===== src/rtl/demux16_1x4_buf.sv =====
// Registered 1-to-4 demultiplexer: steers a WIDTH-bit word into one of four single-entry lanes.
// Latency: a word accepted at a clock edge is visible on its lane immediately after that edge (1 cycle).
// Backpressure: i_ready drops while the addressed lane is full (DEMUX_ACK_BYPASS_EN lets a same-cycle ack free it).
module demux16_1x4_buf #(
    parameter int WIDTH = 16,
    parameter int CNT_W = 8
) (
    input  logic             clk,
    input  logic             reset,
    input  logic [WIDTH-1:0] i,
    input  logic [1:0]       select,
    input  logic             i_valid,
    output logic             i_ready,
    output logic [WIDTH-1:0] O0,
    output logic [WIDTH-1:0] O1,
    output logic [WIDTH-1:0] O2,
    output logic [WIDTH-1:0] O3,
    output logic [3:0]       O_valid,
    input  logic [3:0]       O_ack,
    output logic [CNT_W-1:0] count
);

    logic [3:0][WIDTH-1:0] lane_dat;
    logic [3:0]            lane_vld;
    logic [CNT_W-1:0]      xfer_cnt;
    logic                  accept;
    logic [3:0]            wr_en;

    // Readiness depends only on the addressed lane, so a full lane never stalls writes to other lanes.
`ifdef DEMUX_ACK_BYPASS_EN
    assign i_ready = ~lane_vld[select] | O_ack[select];
`else
    assign i_ready = ~lane_vld[select];
`endif

    assign accept = i_valid & i_ready;

    // One-hot write enable for the lane addressed by an accepted word.
    always_comb begin
        wr_en = 4'b0000;
        if (accept) begin
            wr_en[select] = 1'b1;
        end
    end

    // Lane state: a write sets valid and loads data (winning over a same-cycle ack); an ack only clears valid.
    always_ff @(posedge clk or posedge reset) begin
        if (reset) begin
            lane_dat <= '0;
            lane_vld <= 4'b0000;
        end else begin
            for (int n = 0; n < 4; n++) begin
                if (wr_en[n]) begin
                    lane_dat[n] <= i;
                    lane_vld[n] <= 1'b1;
                end else if (O_ack[n]) begin
                    lane_vld[n] <= 1'b0;
                end
            end
        end
    end

    // Wrapping count of accepted transfers.
    always_ff @(posedge clk or posedge reset) begin
        if (reset) begin
            xfer_cnt <= '0;
        end else if (accept) begin
            xfer_cnt <= xfer_cnt + 1'b1;
        end
    end

    assign O0      = lane_dat[0];
    assign O1      = lane_dat[1];
    assign O2      = lane_dat[2];
    assign O3      = lane_dat[3];
    assign O_valid = lane_vld;
    assign count   = xfer_cnt;

endmodule


===== config.mk =====
export PLATFORM = sky130hd
export DESIGN_NAME = demux16_1x4_buf
export DESIGN_NICKNAME = d
export VERILOG_FILES = /design/src/rtl/demux16_1x4_buf.sv
export SDC_FILE = /design/constraint.sdc
export NUM_CORES = 1
export LEC_CHECK = 0
export CORE_MARGIN = 2
export CORE_UTILIZATION = 40
export CTS_CLUSTER_DIAMETER = 120
export DETAILED_ROUTE_END_ITERATION = 8
export GPL_ROUTABILITY_DRIVEN = 0
export HOLD_SLACK_MARGIN = 0.03
export PLACE_DENSITY = 0.73
export SYNTH_ARGS = -nofsm -noshare
export SYNTH_HDL_FRONTEND = slang
export SYNTH_SLANG_ARGS = --single-unit

===== constraint.sdc =====
create_clock -name clk -period 3.77 [get_ports clk]
set_input_delay 0.5655 -clock clk [delete_from_list [all_inputs] [get_ports clk]]
set_output_delay 0.5655 -clock clk [all_outputs]
set_load 0.005 [all_outputs]

Word-level counts from Yosys, hierarchy flattened
Index checks and enable logic that the tools add are counted.

operators by class
  add/subtract/negate cells = 1
  magnitude comparators = 2
  muxes and demuxes = 13
  bitwise logic cells = 2
  reductions and logical operators = 5

operator list
  cell                 number
  $mux 1               10
  $add 8x1->8 const B  1
  $reduce_bool 2->1    4
  $mux 4               1
  $lt 2x3->1 const B   1
  $bmux 1 s2           1
  $demux 1 s2          1
  $ge 2x1->1 const B   1
  $and 1x1->1          1
  $logic_and 1x1->1    1
  $not 1->1            1

word-level totals
  bits in registers = 76
  input bits = 25
  output and inout port bits = 77
  logic and storage cells = 32

Logic depth before layout (Yosys ltp)
  depth in word-level cells = 6
  mapped depth = 5
  gate-level depth less buffers = 4

Worst setup path after synthesis
No wires, ideal clock.

  path type = input port to output port
  start = input port select[1]
  end = output port i_ready
  arrival time = 1.163 ns
  data required time = 3.204 ns
  setup slack = 2.042 ns
  cell stages on the path = 3
  path buffers = 1
  path through = buf_6 mux2_4 mux2i_1

on the way
  cells in the longest elaborated chain, start to end = 3

ends and longest elaborated chain
  item                          RTL line  text
  start: declaration            11        input logic [1:0] select,
  $bmux 1 s2                    33        assign i_ready = ~lane_vld[select];
  $mux 1 (not written as such)  33
  $not 1->1                     33
  end: declaration              13        output logic i_ready,

Every way passes these cells. The select of a mux whose other input is x is not followed.

Worst setup path after layout
Ends and elaborated chain as after synthesis.

==> impl_metrics.json <==
{
  "die_h_um": 90.5,
  "fin_crit_sh_pct": 76.0,
  "nets": 317,
  "first_pass_iters": 4,
  "dpl-instance-area_um2": 4110,
  "slew_viol_final": 0,
  "clock_path_buffers": 2,
  "wire_per_inst_um": 16.0,
  "avgSynthCellArea_um2": 16.5,
  "die_area_um2": 8190,
  "fmax_mhz": 349,
  "grt_max_degree": 41,
  "num_io_pins": 102,
  "synth_cell_types": 22,
  "maxCapViolCount": 0,
  "numCtsBuffers": 9,
  "crit_required_ns": 3.20,
  "area_delta_synth_final_pct": 44.9,
  "rows": 31,
  "hold_viol_final": 0,
  "grt_pass1_wl_mm": 10.3,
  "dp_hpwl_mm": 4.43,
  "drt_iter0_drc": 33,
  "fillCellCount": 589,
  "n_antenna_cell": 0,
  "viasPerCell": 4.84,
  "num_vias": 1905,
  "status": "completed",
  "holdCritPathClass": "reg -> reg",
  "final_area_um2": 4340,
  "numPortBuffers": 101,
  "root_buffer": "clkbuf_8",
  "cts_hold_buffers": 0,
  "finalCriticalPeriod_ns": 2.86,
  "tightest_slew_ns": 0.967,
  "synth-seq-cells": 76,
  "finalPower_mw": 2.54,
  "seq_area_frac_synth_pct": 63.5,
  "power_leakage_nw": 1.83,
  "grt-ovfl-total": 0,
  "final.setup.tns_ns": 0,
  "worstPathMaxFanout": 6,
  "clkTransAtPathRegs_ns": 0.07,
  "core_um2": 7250,
  "post-synth-top-area-cell": "dfrtp_1",
  "htree_levels": 3,
  "post-cts-setup-buffers": 0,
  "cts_resized": 0,
  "antenna_found_initial": 0,
  "start_util_pct": 41.3,
  "ir_drop_mv": 0.284,
  "ant_nets": 0,
  "yosys_warnings": 0,
  "die_w_um": 90.5,
  "criticalPathCategory": "in -> out",
  "clkSinkCount": 76,
  "cts_tree": "yes",
  "remaining_drc_errors": 0,
  "wirelength_mm": 6.29,
  "synth_top_area_share_pct": 63.5,
  "timing.slew.headroom_pct": 35.3,
  "crit_path_end_kind": "output pin",
  "grt_pass1_vias": 2026,
  "grt_util_all_layers_pct": 16.0,
  "report.final.setup_viol": 0,
  "power.density_nw_per_um2": 586,
  "netlist_instances": 181,
  "drive_above_1_share_pct": 31.2,
  "arrival_ns": 2.30,
  "synthTopCellsByArea": "dfrtp_1 (64%), mux2_2 (24%), xnor2_1 (1.8%), buf_6 (1.5%), nor3_4 (1.1%)",
  "startpoint_type": "primary input",
  "synth_area_um2": 2990,
  "syn_nets": 207,
  "grt_setup_unrepaired": "no",
  "finalClockSkew_ns": 0.0108,
  "clk-insertion-delay-late_ns": 0.34
}
-- power breakdown --
group	internal, mW	switching [mW]	leakage [nW]
clock network	0.404	0.279	0.111
logic	0.509	0.208	0.804
registers	1.01	0.134	0.913
total	1.92	0.620	1.83
-- cell families (layout without fill, tap and decap cells) --
kind of cell    count (synthesis)  after routing  synth area share, %
simple gates                   14             14                 4.35
compound gates                  5              5                 1.59
mux                            68             68                 25.8
fa+ha+maj                       1              1                0.418
flops                          76             76                 63.5
xor+xnor                        7              7                 2.05
buf+inv                        10            124                 2.30
-- cells in the mapped netlist --
| master | count |
|---|---|
| dfrtp_1 | 76 |
| o22ai_4 | 1 |
| mux2i_1 | 1 |
| xor2_1 | 1 |
| nand3_1 | 1 |
| xnor2_1 | 6 |
| nand2_1 | 2 |
| inv_1 | 5 |
| nand2b_4 | 1 |
| nand4_2 | 1 |
| mux2_4 | 2 |
| and4_1 | 1 |
| nor3b_4 | 1 |
| nand4_1 | 4 |
| nor3_4 | 2 |
| mux2_2 | 65 |
| o21ai_0 | 1 |
| buf_2 | 1 |
| a21o_1 | 3 |
| ha_1 | 1 |
| buf_6 | 4 |
| and3_1 | 1 |
-- registers in the layout, indices dropped and copies added, names as in the netlist --
signal   cells
count        8
O_valid      4
O1          16
O2          16
O0          16
O3          16
-- worst max-delay path: stages --
cell             delay [ns]
clkdlybuf4s50_1        0.72
mux2_4                 0.36
mux2i_1                0.13
clkdlybuf4s50_1        0.52
-- path summary, 6_finish.rpt --
kind	from	to	slack, ns	cells after the start
hold reg to reg	count[7]$_DFFE_PP0P_	count[7]$_DFFE_PP0P_	0.48	1
setup reg to reg	O_valid[0]$_DFFE_PP0P_	O0[11]$_DFFE_PP0P_	1.97	2
setup / recovery	select[1]	i_ready	0.91	4
min in group asynchronous	reset	O3[2]$_DFFE_PP0P_	0.68	2
max in group asynchronous	reset	O2[15]$_DFFE_PP0P_	2.41	3
hold / removal	count[7]$_DFFE_PP0P_	count[7]$_DFFE_PP0P_	0.48	1
-- per-stage QoR --
| step | hold slack (ns) | utilization, % | setup slack (ns) | std cells |
|---|---|---|---|---|
| 6_report | 0.485 | 59.8 | 0.907 | 394 |
| 5_1_grt | 0.500 | 59.8 | 0.841 | 394 |
| 3_3_place_gp | 0.462 | 56.7 | 0.927 | 379 |
| 4_1_cts | 0.497 | 59.8 | 0.891 | 394 |
| 3_5_place_dp | 0.486 | 56.7 | 0.891 | 379 |
| 2_1_floorplan | 0.468 | - | 1.27 | 181 |
-- cell type report --
class | instances | area [um^2] | area share (%)
sequential | 76 | 1900 | 43.8
timing repair buffer | 104 | 1050 | 24.1
multi-input combinational | 95 | 1020 | 23.6
clock buffer | 11 | 151 | 3.49
tap | 99 | 124 | 2.86
clock inverter | 4 | 72.6 | 1.67
inverter | 5 | 18.8 | 0.433
-- cells in the final DEF (no fill, tap or decap), drive strengths merged, types with 2 or more instances in the layout --
cell and n:
clkdlybuf4s50 101, buf 3, nor3 2, clkbuf 11
a21o 3, mux2 67, inv 5, nand2 2
dfrtp 76, bufinv 2, nand4 5, xnor2 6
-- routing by layer --
metal	vias to the layer above	share of wire [%]	global-route usage, %
li1	859	-	-
met1	968	45	20.6
met2	68	46	24.5
met3	10	7.3	5.09
met4	0	1.7	8.08
met5	-	0	0
(Power assumes the default switching activity.)
